[src/rtl/rv32_mem_initiator.sv]
// rv32_mem_initiator: turns one RV32I load/store request at a time into
// read-modify-write accesses on a word-wide RAM with asynchronous read data.
// Ports:
//   clk, rst_n                 clock, asynchronous active-low reset
//   req_valid/req_ready        request handshake (ready only when idle)
//   req_write, req_funct3      store/load select, RV32I width code
//   req_addr, req_wdata        byte address, right-aligned store data
//   rsp_valid/rsp_ready        response handshake
//   rsp_rdata, rsp_error       extended load data, error flag
//   mem_addr, mem_wr_ena,      RAM word index, write strobe,
//   mem_wr_data, mem_rd_data   write word, combinational read word
module rv32_mem_initiator #(
  parameter  int unsigned L  = 128,
  localparam int unsigned AW = $clog2(L)
) (
  input  logic          clk,
  input  logic          rst_n,
  input  logic          req_valid,
  output logic          req_ready,
  input  logic          req_write,
  input  logic [2:0]    req_funct3,
  input  logic [31:0]   req_addr,
  input  logic [31:0]   req_wdata,
  output logic          rsp_valid,
  input  logic          rsp_ready,
  output logic [31:0]   rsp_rdata,
  output logic          rsp_error,
  output logic [AW-1:0] mem_addr,
  output logic          mem_wr_ena,
  output logic [31:0]   mem_wr_data,
  input  logic [31:0]   mem_rd_data
);

  typedef enum logic [1:0] {IDLE, READ, WRITE, RESP} state_t;

  state_t      state_q, state_d;
  logic        write_q;
  logic [2:0]  funct3_q;
  logic [31:0] addr_q;
  logic [31:0] wdata_q;

  logic        err_c;
  logic [31:0] load_c;
  logic [31:0] merge_c;
  logic [7:0]  rd_byte_c;
  logic [15:0] rd_half_c;

  // State register
  always_ff @(posedge clk or negedge rst_n) begin
    if (!rst_n) state_q <= IDLE;
    else        state_q <= state_d;
  end

  // Next-state logic
  always_comb begin
    state_d = state_q;
    case (state_q)
      IDLE:  if (req_valid) state_d = READ;
      READ:  state_d = (err_c || !write_q) ? RESP : WRITE;
      WRITE: state_d = RESP;
      RESP:  if (rsp_ready) state_d = IDLE;
    endcase
  end

  // Handshake and strobe outputs decoded from the state register, so they
  // follow the asynchronous reset without waiting for a clock edge
  always_comb begin
    req_ready  = 1'b0;
    rsp_valid  = 1'b0;
    mem_wr_ena = 1'b0;
    case (state_q)
      IDLE:  req_ready  = 1'b1;
      WRITE: mem_wr_ena = 1'b1;
      RESP:  rsp_valid  = 1'b1;
      default: ;
    endcase
  end

  assign mem_addr = addr_q[AW+1:2];

  // Legality: range, alignment for halfword/word widths, and funct3 codes
  always_comb begin
    logic oor, half_mis, word_mis, bad_f3;
    oor      = (32'(addr_q[31:2]) >= L);
    half_mis = (funct3_q[1:0] == 2'b01) && addr_q[0];
    word_mis = (funct3_q[1:0] == 2'b10) && (addr_q[1:0] != 2'b00);
    bad_f3   = write_q ? (funct3_q > 3'd2)
                       : ((funct3_q == 3'd3) || (funct3_q[2:1] == 2'b11));
    err_c    = oor || half_mis || word_mis || bad_f3;
  end

  // Load lane extraction and extension
  always_comb begin
    rd_byte_c = mem_rd_data[{addr_q[1:0], 3'b000} +: 8];
    rd_half_c = mem_rd_data[{addr_q[1], 4'b0000} +: 16];
    case (funct3_q)
      3'd0:    load_c = {{24{rd_byte_c[7]}}, rd_byte_c};
      3'd1:    load_c = {{16{rd_half_c[15]}}, rd_half_c};
      3'd2:    load_c = mem_rd_data;
      3'd4:    load_c = {24'd0, rd_byte_c};
      3'd5:    load_c = {16'd0, rd_half_c};
      default: load_c = 32'd0;
    endcase
  end

  // Store merge: replace only the addressed lane of the current word
  always_comb begin
    merge_c = mem_rd_data;
    case (funct3_q[1:0])
      2'b00:   merge_c[{addr_q[1:0], 3'b000} +: 8] = wdata_q[7:0];
      2'b01:   merge_c[{addr_q[1], 4'b0000} +: 16] = wdata_q[15:0];
      default: merge_c = wdata_q;
    endcase
  end

  // Request capture and response/write-data registers
  always_ff @(posedge clk or negedge rst_n) begin
    if (!rst_n) begin
      write_q     <= 1'b0;
      funct3_q    <= 3'd0;
      addr_q      <= 32'd0;
      wdata_q     <= 32'd0;
      rsp_rdata   <= 32'd0;
      rsp_error   <= 1'b0;
      mem_wr_data <= 32'd0;
    end else begin
      if (state_q == IDLE && req_valid) begin
        write_q  <= req_write;
        funct3_q <= req_funct3;
        addr_q   <= req_addr;
        wdata_q  <= req_wdata;
      end
      if (state_q == READ) begin
        rsp_rdata   <= (err_c || write_q) ? 32'd0 : load_c;
        rsp_error   <= err_c;
        mem_wr_data <= merge_c;
      end
    end
  end

endmodule

[config.mk]
export PLATFORM = sky130hd
export DESIGN_NAME = rv32_mem_initiator
export DESIGN_NICKNAME = d
export VERILOG_FILES = /design/src/rtl/rv32_mem_initiator.sv
export SDC_FILE = /design/constraint.sdc
export NUM_CORES = 1
export LEC_CHECK = 0
export ABC_CLOCK_PERIOD_IN_PS = 5750
export CORE_MARGIN = 2
export CORE_UTILIZATION = 45
export DETAILED_ROUTE_END_ITERATION = 10
export GPL_TIMING_DRIVEN = 0
export PLACE_DENSITY = 0.75
export SLEW_MARGIN = 0
export SYNTH_ARGS = -nofsm -noshare
export SYNTH_HDL_FRONTEND = slang
export SYNTH_SLANG_ARGS = --single-unit
export TNS_END_PERCENT = 30
[constraint.sdc]
create_clock -name clk -period 5.75 [get_ports clk]
set_input_delay 1.15 -clock clk [delete_from_list [all_inputs] [get_ports clk]]
set_output_delay 1.15 -clock clk [all_outputs]
set_load 0.03 [all_outputs]
==> results.md <==
- In this run the post-CTS setup repair buffer count came out at 0.
- The tightest min-delay check is of the register to register type.
- After synthesis, the most frequently instantiated cells are 135 x dfrtp_1, 76 x mux2_2, 67 x nand2_1, 50 x nor2_1.
- Measured along the x axis, the die boundary spans 125 um.
- The portion of synthesized cell area occupied by the leading cell type is 51.0%.
- By area the synthesized netlist is led by dfrtp_1 51%, mux2_2 13%, a221oi_1 4.5%.
- The DRC violation count after routing is 0.
- Cells with a size suffix above 1 make up between 10% and 20% of the layout.
- The clock period minus worst slack is between 3000 and 4000 ps.
- Clock latency on the worst-skew pair, taken at its later pin, is approximately 430 ps.
- The final hold violation count came to 0.
- The H-tree depth reported by CTS is 4.
- Counting flops with an async set or reset pin after synthesis yields a share of 100%.
- The area after detailed placement is 8660 um^2.
- The core region is 14500 um^2.
- The number of placed instances, taps included, is roughly 950.
- The run finished with clean final reports.
- The via count of the first global-routing pass is 5783.
- The most common cell in the synthesized netlist is dfrtp_1.
- The count of pins over their slew limit is 0.
- The routed design uses 10.3 mm of met2 wire.
- The via-per-instance ratio is around 5.9.
- The worst setup path is captured at an output pin.
- The total iterations of the first detailed-routing run is 9.
- The standby leakage power is between 0.003 and 0.004 uW.
- The post-synthesis instance total is roughly 590.
- Buffers inserted during clock tree synthesis total 17.
- The count of maximum capacitance violations is 0.
- Sequential elements use 51.0% of the synthesized area.
- Summed over all layers, the global routing overflow is 0.
- The areal power density over the cells is around 580 nW/um^2.
- The count of port buffers added during placement is 178.
- STA classifies the critical path startpoint as a register.
- The global placement routability congestion is approximately 0.9.
- Entering global routing, the biggest net connects 82 pins.
- The global-route wire length before repair is roughly 32 mm.
- The number of hold buffers added after CTS was 0.
- Summed over all instances, the cell type with the most area after synthesis is dfrtp_1.
- The effective utilization at floorplan is between 40% and 50%.
- The synthesis-to-finish area growth is 39.8%.
- TritonCTS built the clock tree.
- Once detailed placement completed, the half-perimeter wirelength came to about 16 mm.
- Once layout is done, the placed cells without fillers occupy 9260 um^2.
- Across the routed clock network, the largest skew measured is 7.87 ps.
- VDD sags by at most approximately 310 uV.
- The net count after synthesis is roughly 700.
- Hold is met by about 490 ps.
- The detail-routed net length per standard cell is 21.1 um.
- The number of routed nets with antenna violations is 0.
- The number of vias after detailed routing is 5836.
- The number of gates resized after cts is 0.
- The routed length on met3 is between 1.5 and 2 mm.
- The count of cell types in the netlist is 55.
- In this run the tightest slew margin relative to its limit is between 40% and 50%.
- The category of the critical setup timing path is register to output pin.
- Summing every instance area after synthesis gives 6620 um^2.
- The number of top-level pins is approximately 180.
- In this run the vertical extent of the chip is between 100 and 150 um.
- The tree built by TritonCTS fans out to between 100 and 150 sinks.
- For this run, the post-layout net count is 900.
- The number of antenna violations at the first check in global routing was 0.
- The detailed router finished its first iteration with 674 violations.
- The deepest clock path buffer count is 2.
- The flip-flop and latch count after synthesis is 135.
- The post-route fraction of the period consumed by the critical path is between 50 and 60%.
- Static timing analysis puts the maximum clock frequency at between 300 and 400 MHz.
- The number of antenna diodes in the final layout is 0.
- The slew at the pin with the worst max-slew slack is a little under 900 ps.
- The data arrival time at the worst-slack endpoint is about 2000 ps.
- Each instance of the synthesized netlist takes up on average 11.2 um^2.
- The count of cells in the finished layout, fillers not included, comes to about 980.
- The die area is around 16000 um^2.
- Cells fill 63.9% of the core in the end.
- The largest fanout of any net on the critical path is 6.
- In the synthesized netlist the dominant register cell turns out to be dfrtp_1.
- In this run the top signal layer used is met4.
- The detailed-route wire length on metal 1 is roughly 8.2 mm.
- In this run the core area contains 44 standard-cell rows.
- The global routing usage summed across all routing layers is a little over a quarter.
- The clock transition at the register clock pins on the worst setup and hold paths after CTS is 50 ps.
- The root buffer cell chosen for the clock tree is clkbuf_16.
- Setup repair after global routing left no endpoint under its margin.
- In this run, synthesis inferred 0 flip-flops with an integrated enable.
- The endpoint required time on the critical path is between 4000 and 5000 ps.
- Setup violations remaining at the end of the flow were counted as 0.
- The total of warnings raised by yosys is 0.
- Summed over all layers, the routed wires come to a little over 20 mm.
==> power by group <==
part	internal, uW	switching (uW)	total, uW	leakage, uW
Combinational	1150	1500	2650	0.00191
Sequential	1350	312	1660	0.00164
Clock	671	410	1080	0.000285
Total	3170	2220	5390	0.00383
==> final timing paths <==
path / start / endpoint / slack [ps] / cells past startpoint
setup / recovery: state_q[0]$_DFFE_PN0P_ / req_ready / 2650 / 3
hold / removal: rsp_rdata[17]$_DFFE_PN0P_ / rsp_rdata[17]$_DFFE_PN0P_ / 490 / 1
setup reg to reg: addr_q[1]$_DFFE_PN0P_ / rsp_rdata[3]$_DFFE_PN0P_ / 3410 / 8
hold reg to reg: rsp_rdata[17]$_DFFE_PN0P_ / rsp_rdata[17]$_DFFE_PN0P_ / 490 / 1
max in group asynchronous: rst_n / state_q[0]$_DFFE_PN0P_ / 4300 / 2
min in group asynchronous: rst_n / mem_wr_data[29]$_DFFE_PN0P_ / 670 / 1
==> cells in the final DEF (no fill, tap or decap), types with 16 or more instances in the layout <==
| master | instances |
|---|---|
| a21oi_1 | 34 |
| a221oi_1 | 34 |
| a22o_1 | 17 |
| clkbuf_1 | 23 |
| clkbuf_16 | 17 |
| clkdlybuf4s50_1 | 177 |
| dfrtp_1 | 135 |
| mux2_2 | 76 |
| nand2_1 | 67 |
| nor2_1 | 50 |
| o2bb2ai_1 | 16 |
==> state kept, by name, summed over array words and instances, names as in the netlist <==
name,cells
write_q,1
wdata_q,32
state_q,2
funct3_q,3
rsp_rdata,32
addr_q,32
mem_wr_data,32
rsp_error,1
==> layout make-up <==
| type | count | area (um^2) |
|---|---|---|
| buffer | 49 | 248 |
| clock buffer | 21 | 470 |
| clock inverter | 11 | 124 |
| fill | 1183 | 5220 |
| inverter | 8 | 30.0 |
| multi-input combinational | 397 | 2970 |
| sequential | 135 | 3380 |
| tap | 184 | 230 |
| timing repair buffer | 179 | 1810 |
==> per-stage QoR <==
step                worst slack, ps  setup TNS (ps)  total power [uW]
floorplan                      3430               0              3360
global placement              -1490         -199250              4210
detailed placement             2620               0              4290
CTS                            2630               0              5390
global route                   2530               0              5700
finish                         2650               0              5390
==> critical path, stage by stage (launching register included) <==
cell	delay, ps
dfrtp_1	430
inv_1	120
ha_1	240
clkdlybuf4s50_1	730
==> cell families (layout without fill, tap and decap cells) <==
| group | Yosys count | after routing | share of synthesized area, % |
|---|---|---|---|
| mux | 79 | 79 | 13.6 |
| simple gates | 152 | 152 | 11.0 |
| compound gates | 157 | 157 | 18.5 |
| fa+ha+maj | 9 | 9 | 1.70 |
| buf+inv | 57 | 268 | 4.19 |
| flops | 135 | 135 | 51.0 |
==> layer usage <==
metal,track usage [%],vias to the layer above
li1,-,2580
met1,33.9,2917
met2,44.5,301
met3,6.59,38
met4,9.74,0
met5,0,-
(Power assumes the default switching activity.)
